File: src/rtl/scan_sync_tx_if.sv
// Event inputs, status outputs and the serial sync-word link of scan_sync_tx.
// The slave modport is the transmitter's view; the master modport is the event source's view.
interface scan_sync_tx_if #(
  parameter int SERIAL_MODE = 1
);
  logic                   encode_zero_i;
  logic                   scan_begin_i;
  logic                   scan_test_i;
  logic                   scan_end_i;
  logic                   tx_busy_o;
  logic                   overflow_o;
  logic [7:0]             drop_cnt_o;
  logic                   SPI_MCLK;
  logic [SERIAL_MODE-1:0] SPI_MOSI;

  modport master (
    output encode_zero_i, scan_begin_i, scan_test_i, scan_end_i,
    input  tx_busy_o, overflow_o, drop_cnt_o, SPI_MCLK, SPI_MOSI
  );

  modport slave (
    input  encode_zero_i, scan_begin_i, scan_test_i, scan_end_i,
    output tx_busy_o, overflow_o, drop_cnt_o, SPI_MCLK, SPI_MOSI
  );
endinterface

File: src/rtl/scan_sync_tx.sv
// Sync-word transmitter: encoder-zero events through a single pending flag, scan
// commands through a small FIFO, words shifted MSB-first on a source-synchronous link.
module scan_sync_tx #(
  parameter int DATA_WIDTH     = 16,
  parameter int SERIAL_MODE    = 1,
  parameter int CLK_DIV        = 4,
  parameter int GAP_BITS       = 4,
  parameter int CMD_FIFO_DEPTH = 4
) (
  input  logic          clk_i,
  input  logic          rst_n_i,
  scan_sync_tx_if.slave bus
);
  localparam int N    = DATA_WIDTH / SERIAL_MODE;
  localparam int AW   = (CMD_FIFO_DEPTH > 1) ? $clog2(CMD_FIFO_DEPTH) : 1;
  localparam int PW   = $clog2(2 * CLK_DIV);
  localparam int MAXB = (N > GAP_BITS) ? N : GAP_BITS;
  localparam int BW   = $clog2(MAXB + 1);

  localparam logic [DATA_WIDTH-1:0] W_ENC   = DATA_WIDTH'(16'hECDE);
  localparam logic [DATA_WIDTH-1:0] W_BEGIN = DATA_WIDTH'(16'h5A51);
  localparam logic [DATA_WIDTH-1:0] W_TEST  = DATA_WIDTH'(16'h5A53);
  localparam logic [DATA_WIDTH-1:0] W_END   = DATA_WIDTH'(16'h5A50);

  typedef enum logic [1:0] {IDLE, START, SHIFT, GAP} state_t;

  state_t                  state_q;
  logic [PW-1:0]           phase_q;
  logic [BW-1:0]           beat_q;
  logic [DATA_WIDTH-1:0]   shift_q;
  logic                    mclk_q;
  logic [SERIAL_MODE-1:0]  mosi_q;

  logic                    enc_pend_q, enc_pend_d;
  logic [AW-1:0]           wr_ptr_q, wr_ptr_d, rd_ptr_q, rd_ptr_d;
  logic [AW:0]             cnt_q, cnt_d;
  logic [7:0]              drop_cnt_q, drop_cnt_d;
  logic                    overflow_q, overflow_d;
  logic                    busy_q, busy_d;
  logic [DATA_WIDTH-1:0]   mem_q [CMD_FIFO_DEPTH];

  logic                    cmd_valid, fifo_full, push, pop, load_enc, load;
  logic                    drop_enc, drop_full, last_phase;
  logic [1:0]              n_cmd, cmd_lost;
  logic [2:0]              drops;
  logic [8:0]              drop_sum;
  logic [DATA_WIDTH-1:0]   cmd_word, load_word;
  logic [PW-1:0]           phase_nxt;

  always_comb begin
    cmd_valid = bus.scan_end_i | bus.scan_test_i | bus.scan_begin_i;
    cmd_word  = bus.scan_end_i ? W_END : (bus.scan_test_i ? W_TEST : W_BEGIN);
    n_cmd     = 2'(bus.scan_begin_i) + 2'(bus.scan_test_i) + 2'(bus.scan_end_i);
    cmd_lost  = cmd_valid ? (n_cmd - 2'd1) : 2'd0;
    fifo_full = (cnt_q == (AW+1)'(CMD_FIFO_DEPTH));

    // The pending encode word always beats the FIFO when the line is free.
    load_enc  = (state_q == IDLE) && enc_pend_q;
    pop       = (state_q == IDLE) && !enc_pend_q && (cnt_q != '0);
    load      = load_enc | pop;
    load_word = load_enc ? W_ENC : mem_q[rd_ptr_q];

    push      = cmd_valid && !fifo_full;
    drop_full = cmd_valid && fifo_full;
    drop_enc  = bus.encode_zero_i && enc_pend_q && !load_enc;
    drops     = 3'(drop_enc) + 3'(cmd_lost) + 3'(drop_full);
    drop_sum  = {1'b0, drop_cnt_q} + 9'(drops);

    enc_pend_d = bus.encode_zero_i ? 1'b1 : (load_enc ? 1'b0 : enc_pend_q);
    wr_ptr_d   = push ? wr_ptr_q + AW'(1) : wr_ptr_q;
    rd_ptr_d   = pop ? rd_ptr_q + AW'(1) : rd_ptr_q;
    cnt_d      = cnt_q + (AW+1)'(push) - (AW+1)'(pop);
    drop_cnt_d = drop_sum[8] ? 8'hFF : drop_sum[7:0];
    overflow_d = (drops != 3'd0);
    busy_d     = (state_q != IDLE) || enc_pend_q || (cnt_q != '0);

    phase_nxt  = phase_q + PW'(1);
    last_phase = (phase_q == PW'(2 * CLK_DIV - 1));
  end

  always_ff @(posedge clk_i or negedge rst_n_i) begin
    if (!rst_n_i) begin
      enc_pend_q <= 1'b0;
      wr_ptr_q   <= '0;
      rd_ptr_q   <= '0;
      cnt_q      <= '0;
      drop_cnt_q <= '0;
      overflow_q <= 1'b0;
      busy_q     <= 1'b0;
    end else begin
      enc_pend_q <= enc_pend_d;
      wr_ptr_q   <= wr_ptr_d;
      rd_ptr_q   <= rd_ptr_d;
      cnt_q      <= cnt_d;
      drop_cnt_q <= drop_cnt_d;
      overflow_q <= overflow_d;
      busy_q     <= busy_d;
    end
  end

  always_ff @(posedge clk_i) begin
    if (push) mem_q[wr_ptr_q] <= cmd_word;
  end

  // Every period starts low; MOSI only moves on the period boundary.
  always_ff @(posedge clk_i or negedge rst_n_i) begin
    if (!rst_n_i) begin
      state_q <= IDLE;
      phase_q <= '0;
      beat_q  <= '0;
      shift_q <= '0;
      mclk_q  <= 1'b0;
      mosi_q  <= '0;
    end else if (state_q == IDLE) begin
      if (load) begin
        state_q <= START;
        phase_q <= '0;
        beat_q  <= '0;
        shift_q <= load_word;
        mclk_q  <= 1'b0;
        mosi_q  <= '1;
      end
    end else if (!last_phase) begin
      phase_q <= phase_nxt;
      mclk_q  <= (state_q != GAP) && (phase_nxt >= PW'(CLK_DIV));
    end else begin
      phase_q <= '0;
      mclk_q  <= 1'b0;
      case (state_q)
        START: begin
          state_q <= SHIFT;
          beat_q  <= '0;
          mosi_q  <= shift_q[DATA_WIDTH-1 -: SERIAL_MODE];
          shift_q <= shift_q << SERIAL_MODE;
        end
        SHIFT: begin
          if (beat_q == BW'(N - 1)) begin
            state_q <= GAP;
            beat_q  <= '0;
            mosi_q  <= '0;
          end else begin
            beat_q  <= beat_q + BW'(1);
            mosi_q  <= shift_q[DATA_WIDTH-1 -: SERIAL_MODE];
            shift_q <= shift_q << SERIAL_MODE;
          end
        end
        GAP: begin
          if (beat_q == BW'(GAP_BITS - 1)) begin
            state_q <= IDLE;
            beat_q  <= '0;
          end else begin
            beat_q  <= beat_q + BW'(1);
          end
        end
        default: state_q <= IDLE;
      endcase
    end
  end

  assign bus.SPI_MCLK   = mclk_q;
  assign bus.SPI_MOSI   = mosi_q;
  assign bus.tx_busy_o  = busy_q;
  assign bus.overflow_o = overflow_q;
  assign bus.drop_cnt_o = drop_cnt_q;
endmodule
File: src/flat_wrapper.sv
// flat-port wrapper written by rule: the top's interface ports become plain ports
module scan_sync_tx_flat 
#(
  parameter int DATA_WIDTH     = 16,
  parameter int SERIAL_MODE    = 1,
  parameter int CLK_DIV        = 4,
  parameter int GAP_BITS       = 4,
  parameter int CMD_FIFO_DEPTH = 4
)
  (clk_i, rst_n_i, bus_encode_zero_i, bus_scan_begin_i, bus_scan_test_i, bus_scan_end_i, bus_tx_busy_o, bus_overflow_o, bus_drop_cnt_o, bus_SPI_MCLK, bus_SPI_MOSI);
  scan_sync_tx_if #(.SERIAL_MODE(SERIAL_MODE)) bus_i ();
  input  logic clk_i;
  input  logic rst_n_i;
  input wire logic [$bits(bus_i.encode_zero_i)-1:0] bus_encode_zero_i;
  input wire logic [$bits(bus_i.scan_begin_i)-1:0] bus_scan_begin_i;
  input wire logic [$bits(bus_i.scan_test_i)-1:0] bus_scan_test_i;
  input wire logic [$bits(bus_i.scan_end_i)-1:0] bus_scan_end_i;
  output wire logic [$bits(bus_i.tx_busy_o)-1:0] bus_tx_busy_o;
  output wire logic [$bits(bus_i.overflow_o)-1:0] bus_overflow_o;
  output wire logic [$bits(bus_i.drop_cnt_o)-1:0] bus_drop_cnt_o;
  output wire logic [$bits(bus_i.SPI_MCLK)-1:0] bus_SPI_MCLK;
  output wire logic [$bits(bus_i.SPI_MOSI)-1:0] bus_SPI_MOSI;
  assign bus_i.encode_zero_i = bus_encode_zero_i;
  assign bus_i.scan_begin_i = bus_scan_begin_i;
  assign bus_i.scan_test_i = bus_scan_test_i;
  assign bus_i.scan_end_i = bus_scan_end_i;
  assign bus_tx_busy_o = bus_i.tx_busy_o;
  assign bus_overflow_o = bus_i.overflow_o;
  assign bus_drop_cnt_o = bus_i.drop_cnt_o;
  assign bus_SPI_MCLK = bus_i.SPI_MCLK;
  assign bus_SPI_MOSI = bus_i.SPI_MOSI;
  scan_sync_tx #(.DATA_WIDTH(DATA_WIDTH), .SERIAL_MODE(SERIAL_MODE), .CLK_DIV(CLK_DIV), .GAP_BITS(GAP_BITS), .CMD_FIFO_DEPTH(CMD_FIFO_DEPTH)) u_core (.clk_i(clk_i), .rst_n_i(rst_n_i), .bus(bus_i));
endmodule
File: config.mk
export PLATFORM = sky130hd
export DESIGN_NAME = scan_sync_tx_flat
export DESIGN_NICKNAME = d
export VERILOG_FILES = /design/src/rtl/scan_sync_tx_if.sv /design/src/rtl/scan_sync_tx.sv /design/src/flat_wrapper.sv
export SDC_FILE = /design/constraint.sdc
export NUM_CORES = 1
export LEC_CHECK = 0
export BUFFER_PORTS_ARGS = -buffer_cell sky130_fd_sc_hd__buf_2
export CAP_MARGIN = 20
export CORE_MARGIN = 4
export CORE_UTILIZATION = 30
export CTS_CLUSTER_SIZE = 25
export DETAILED_ROUTE_END_ITERATION = 7
export PLACE_DENSITY_LB_ADDON = 0.2
export SETUP_SLACK_MARGIN = 0.3
export SLEW_MARGIN = 20
export SYNTH_ARGS = -nofsm -noshare
export SYNTH_HDL_FRONTEND = slang
export SYNTH_SLANG_ARGS = --single-unit
File: constraint.sdc
create_clock -name clk_i -period 3.5 [get_ports clk_i]
set_clock_uncertainty 0.1 [all_clocks]
set_input_delay 0.35 -clock clk_i [delete_from_list [all_inputs] [get_ports clk_i]]
set_output_delay 0.35 -clock clk_i [all_outputs]
set_load 0.1 [all_outputs]
* Yosys cells after proc, flatten, opt, wreduce, memory -nomap -nowiden
Memories as Yosys holds them, arrays and structs flattened.
Index checks and enable logic that the tools add are counted.
** Word-level totals
- Bits in registers :: 46
- Memory bits (writable) :: 64
- Output and inout port bits :: 12
- Memories kept :: 1
** Operators by class
- Add/sub/neg operators :: 12
- Order comparisons :: 1
- Equal/unequal tests :: 12
- Mux-type cells :: 37
- Bitwise operators :: 3
- Reductions and logical operators :: 25
** Memories
- u_core.mem_q :: words 4, bits a word 16, read ports 1, clocked after Yosys merged registers in 0, wr ports 1, RTL line scan_sync_tx.sv:40 : logic [DATA_WIDTH-1:0] mem_q [CMD_FIFO_DEPTH];
** Operators by type and width (count)
- two-way mux 16 bit :: 6
- case mux 16 bit (2 select lines) :: 1
- two-way mux 5 bit :: 5
- case mux 5 bit (3 select lines) :: 1
- two-way mux 2 bit :: 7
- two-way mux 1 bit :: 11
- adder 8 x 3 -> 9 bit :: 1
- two-way mux 3 bit :: 3
- nonzero test 3 bit :: 3
- logical AND 1 bit :: 8
- two-way mux 8 bit :: 1
- AND reduction 4 bit :: 2
- adder 3 x 1 -> 3 bit :: 2
- equality test 3 bit, second input constant :: 2
- inequality test 3 x 1 -> 1 bit, second input constant :: 2
- case mux 2 bit (3 select lines) :: 1
- AND reduction 3 bit :: 2
- nonzero test 2 bit :: 3
- adder 5 x 1 -> 5 bit, second input constant :: 1
- equality test 5 x 2 -> 1 bit, second input constant :: 1
- equality test 5 x 4 -> 1 bit, second input constant :: 1
- adder 2 x 1 -> 2 bit, second input constant :: 2
- equality test 2 bit, second input constant :: 2
- nonzero test 4 bit :: 1
- other kinds (16) :: 21

* Logic depth before layout (Yosys ltp)
- Depth in word-level cells :: 8
- Mapped depth :: 13
- Mapped depth without buffers :: 13

* Worst setup path before layout
OpenSTA, ideal clock, no wires.
- Path type :: input to register
- Start :: input bus_scan_end_i
- End :: register u_core.drop_cnt_q[7], in the netlist u_core.bus.drop_cnt_o[7]
- Data arrival time :: 2813 ps
- Setup slack :: 461 ps
- Cell stages on the path :: 12
- Path buffers :: 0
- Cells stage by stage :: inv_1 ha_1 inv_1 ha_1 nor2b_1 fa_1 ha_1 ha_1 a21o_1 a21oi_1 and3b_1 o32a_1
** On the way
- Cells in the longest elaborated chain, start to end :: 7
** Ends and longest elaborated chain
- start, declared :: RTL line flat_wrapper.sv:17 : input wire logic [$bits(bus_i.scan_end_i)-1:0] bus_scan_end_i;
- adder 2 x 1 -> 2 bit / OR 1 bit (equally long branches) :: RTL line scan_sync_tx.sv:53, scan_sync_tx.sv:51
- subtractor 2 x 1 -> 2 bit / OR 1 bit (equally long branches) :: RTL line scan_sync_tx.sv:54, scan_sync_tx.sv:51
- two-way mux 2 bit :: RTL line scan_sync_tx.sv:54 : cmd_lost = cmd_valid ? (n_cmd - 2'd1) : 2'd0;
- adder 1 x 2 -> 3 bit :: RTL line scan_sync_tx.sv:66 : drops = 3'(drop_enc) + 3'(cmd_lost) + 3'(drop_full);
- adder 3 x 1 -> 3 bit * :: RTL line scan_sync_tx.sv:66
- adder 8 x 3 -> 9 bit * :: RTL line scan_sync_tx.sv:67 : drop_sum = {1'b0, drop_cnt_q} + 9'(drops);
- two-way mux 8 bit * :: RTL line scan_sync_tx.sv:73 : drop_cnt_d = drop_sum[8] ? 8'hFF : drop_sum[7:0];
- named net u_core.drop_cnt_d[7] :: RTL line scan_sync_tx.sv:37 : logic [7:0] drop_cnt_q, drop_cnt_d;
- end signal, assigned :: RTL line scan_sync_tx.sv:95 : drop_cnt_q <= drop_cnt_d;
- end, declared :: RTL line scan_sync_tx.sv:37
The timed path passes the listed nets; every way through them passes the cells marked *.
A chain may end at the register's enable or synchronous reset.

* Final worst setup path
- Start :: register u_core.state_q[0]
- End :: register u_core.drop_cnt_q[2], in the netlist u_core.bus.drop_cnt_o[2]
** On the way
- Cells in the longest elaborated chain, start to end :: 8
** Ends and longest elaborated chain
- start, declared :: RTL line scan_sync_tx.sv:27 : state_t state_q;
- start signal, assigned :: RTL line scan_sync_tx.sv:108 : state_q <= IDLE;
- start signal, assigned :: RTL line scan_sync_tx.sv:116 : state_q <= START;
- start signal, assigned :: RTL line scan_sync_tx.sv:131 : state_q <= SHIFT;
- logical NOT 2 bit :: RTL line scan_sync_tx.sv:58 : load_enc = (state_q == IDLE) && enc_pend_q;
- logical AND 1 bit :: RTL line scan_sync_tx.sv:58
- logical NOT 1 bit :: RTL line scan_sync_tx.sv:65 : drop_enc = bus.encode_zero_i && enc_pend_q && !load_enc;
- logical AND 1 bit :: RTL line scan_sync_tx.sv:65
- adder 1 x 2 -> 3 bit :: RTL line scan_sync_tx.sv:66
- adder 3 x 1 -> 3 bit :: RTL line scan_sync_tx.sv:66
- adder 8 x 3 -> 9 bit :: RTL line scan_sync_tx.sv:67
- two-way mux 8 bit :: RTL line scan_sync_tx.sv:73
- named net u_core.drop_cnt_d[2] :: RTL line scan_sync_tx.sv:37
The timed path passes the listed nets, and every way through them passes these cells.

==> results_dict.tcl <==
set metrics [dict create \
    synthTopCellsByArea "dfrtp_1 (42%), ha_1 (9.5%), edfxtp_1 (8.7%)" \
    grt.total_usage_pct 9.220 \
    cts_buffer_depth 2 \
    clk_transition_reported_paths_ns 0.09 \
    yosys-top-cells-count "dfrtp_1 (46), inv_1 (28), ha_1 (21)" \
    dr.pass1.iters 4 \
    start_kind "flop" \
    fin_util_pct 34.47 \
    r2r_start "u_core.state_q[0]$_DFFE_PN0P_" \
    synthCells 240 \
    worstPathArrival_ns 3.02 \
    cap_violations 0 \
    syn_area_per_cell_um2 11.53 \
    synth_top_cell_by_area "dfrtp_1" \
    fillers 889 \
    drive_above_1_share_pct 17.11 \
    htreeDepth 2 \
    setup_tns_ns 0 \
    initial_core_util_pct 31.28 \
    drc 0 \
    post_drt_wl_per_cell_um 12.31 \
    cts-root-buf "clkbuf_8" \
    hpwl_um 3239 \
    crit_buf_inv 2 \
    slowest_delay_ns 0.43 \
    period_share_pct 83.96 \
    synthArstFlopShare_pct 85.19 \
    multi_input_area_um2 1225 \
    final_nets 293 \
    synth_ff_type "dfrtp_1" \
    worstPathRequired_ns 3.58 \
    gr-total-overflow 0 \
    ff_latch_area_um2 1391 \
    grt_setup_unrepaired "false" \
    holdCritPathClass "in2reg" \
    syn_area_um2 2768 \
    antenna_found_initial 0 \
    postRouteAntennaNets 0 \
    max_clock_freq_mhz 340.3 \
    synth.top_cell.area_share_pct 41.59 \
    cts_tree "built" \
    core_area_um2 8848 \
    drt-total-wl_um 4567 \
    ys_types 45 \
    yosys_warnings 0 \
    port_buffers 17 \
    io_pins 18 \
    numCtsBuffers 5 \
    critical_path.top_delay_family "adder cells" \
    cp_cell_sequence "inv_1, ha_1, inv_1, and3_1, fa_1, ha_1, ha_1, nor2b_1, or2_2, nand2b_1, o21ai_0" \
    status "finished, final reports clean" \
    via_count 1691 \
    grt_pass1_vias 1721 \
    drv_slew 0 \
    ys_ff_latch 54 \
    die-area_um2 10830 \
    worst_hold_startpoint "bus_encode_zero_i" \
    grt_pass1_wl_um 8176 \
    grt_max_degree 31 \
    crit_start "u_core.state_q[0]$_DFFE_PN0P_" \
    routabilityCongestion 0.6929 \
    hold_violations 0 \
    clkLatencyLatePin_ns 0.30 \
    critPathMostFrequentCell "ha_1" \
    cts_sinks 54 \
    syn2layout_area_growth_pct 10.22 \
    syn_nets 270 \
    synth_edf_count 8 \
    endpoint_kind "flop" \
    slew_headroom_pct 55.21 \
    drtIter0Drc 47 \
    viasPerCell 4.558 \
    critPathMaxFanout 6 \
    yosysSeqAreaShare_pct 50.27 \
    fp.dieH_um 104.1 \
    dieWidth_um 104.1 \
    critPathSlowestCell "dfrtp_1" \
    yosysMostFrequentCell "dfrtp_1" \
    critPathKind "reg2reg" \
    row_count 34 \
    worst_slew_pin_slew_ns 0.6718 \
    n_antenna_cell 0 \
    setup_violations 0 \
    finalCriticalPeriod_ns 2.939 \
]
[final timing paths]
path	slack (ns)	to	cells after the start
setup / recovery	0.56	u_core.bus.drop_cnt_o[2]$_DFF_PN0_	11
hold / removal	0.16	u_core.enc_pend_q$_DFFE_PN0P_	2
setup reg to reg	0.56	u_core.bus.drop_cnt_o[2]$_DFF_PN0_	11
hold reg to reg	0.39	u_core.bus.SPI_MCLK$_DFFE_PN0N_	2
max in group asynchronous	2.09	u_core.shift_q[2]$_DFFE_PN0P_	3
min in group asynchronous	0.52	u_core.shift_q[3]$_DFFE_PN0P_	2
[stage by stage]
step                std cells  setup slack, ns  hold slack [ns]  cell area (um^2)
detailed placement        363           0.1714           0.3441              2960
CTS                       371           0.4802           0.1420              3047
global placement          363           0.1995           0.3466              2960
finish                    371           0.5615           0.1597              3050
global route              371           0.3142           0.1444              3050
floorplan                 240           0.4607         -0.04559              2768
[repair_timing]
action / CTS / global route
hold buffers: 1 / 0
setup buffers: 0 / 0
endpoints found under the setup margin: 0 / 1
hold endpoints to repair: 3 / 0
gates resized for setup: 0 / 1
[routing by layer]
metal,track usage [%],up-vias,share of wire [%]
met5,0,-,0
met4,3.704,0,1.5
met3,2.235,5,3.4
met2,14.48,23,44
met1,12.22,809,51
li1,-,854,-
[kinds of logic after synthesis]
group / count (synthesis) / share of synthesized area [%]
flip-flops: 54 / 50.27
buffers and inverters: 33 / 5.606
multiplexers: 20 / 9.087
adder cells (fa/ha/maj): 24 / 11.66
AO/OA/AOI/OAI: 35 / 8.138
XOR/XNOR: 8 / 2.532
AND/OR/NAND/NOR: 66 / 12.70
[worst reg2reg max path, cell delays in order (launching register included)]
cell and delay (ns):
dfrtp_1 0.43, inv_1 0.10, ha_1 0.17, inv_1 0.06, and3_1 0.17, fa_1 0.42
ha_1 0.21, ha_1 0.34, nor2b_1 0.17, or2_2 0.31, nand2b_1 0.22, o21ai_0 0.13
[cell usage in the layout (no fill, tap or decap), drive strengths merged, types with 2 or more instances in the layout]
master / synthesis / final
nand3: 4 / 4
or3: 2 / 2
nor3: 2 / 2
mux4: 2 / 2
a21oi: 3 / 3
o21ai: 16 / 16
nand2: 19 / 19
and3: 3 / 3
and2: 6 / 6
inv: 28 / 28
fa: 3 / 3
a2bb2oi: 2 / 2
buf: 3 / 20
nand2b: 4 / 4
nor3b: 2 / 2
dfrtp: 46 / 46
mux2: 12 / 12
mux2i: 6 / 6
clkbuf: 2 / 7
edfxtp: 8 / 8
xnor2: 5 / 5
o31ai: 3 / 3
nor2b: 6 / 6
ha: 21 / 21
nor2: 12 / 12
xor2: 3 / 3
a21o: 2 / 2
or2: 2 / 2
[area by class of cell]
type	instances	area share (%)
tap	108	4.430
timing repair buffer	21	3.856
inverter	28	3.445
clock buffer	7	2.502
multi-input combinational	153	40.16
sequential	54	45.61
[flip-flops by register name (all words and copies together), names as in the netlist]
name / count
u_core.rd_ptr_q: 2
u_core.enc_pend_q: 1
u_core.mem_q: 8
u_core.bus.SPI_MOSI: 1
u_core.bus.tx_busy_o: 1
u_core.cnt_q: 3
u_core.bus.SPI_MCLK: 1
u_core.bus.overflow_o: 1
u_core.state_q: 2
u_core.shift_q: 16
u_core.wr_ptr_q: 2
u_core.bus.drop_cnt_o: 8
u_core.phase_q: 3
u_core.beat_q: 5
Power is left out: the tool's default activity adds up to more than one toggle a clock period on the data nets, which glitch-free logic cannot reach.
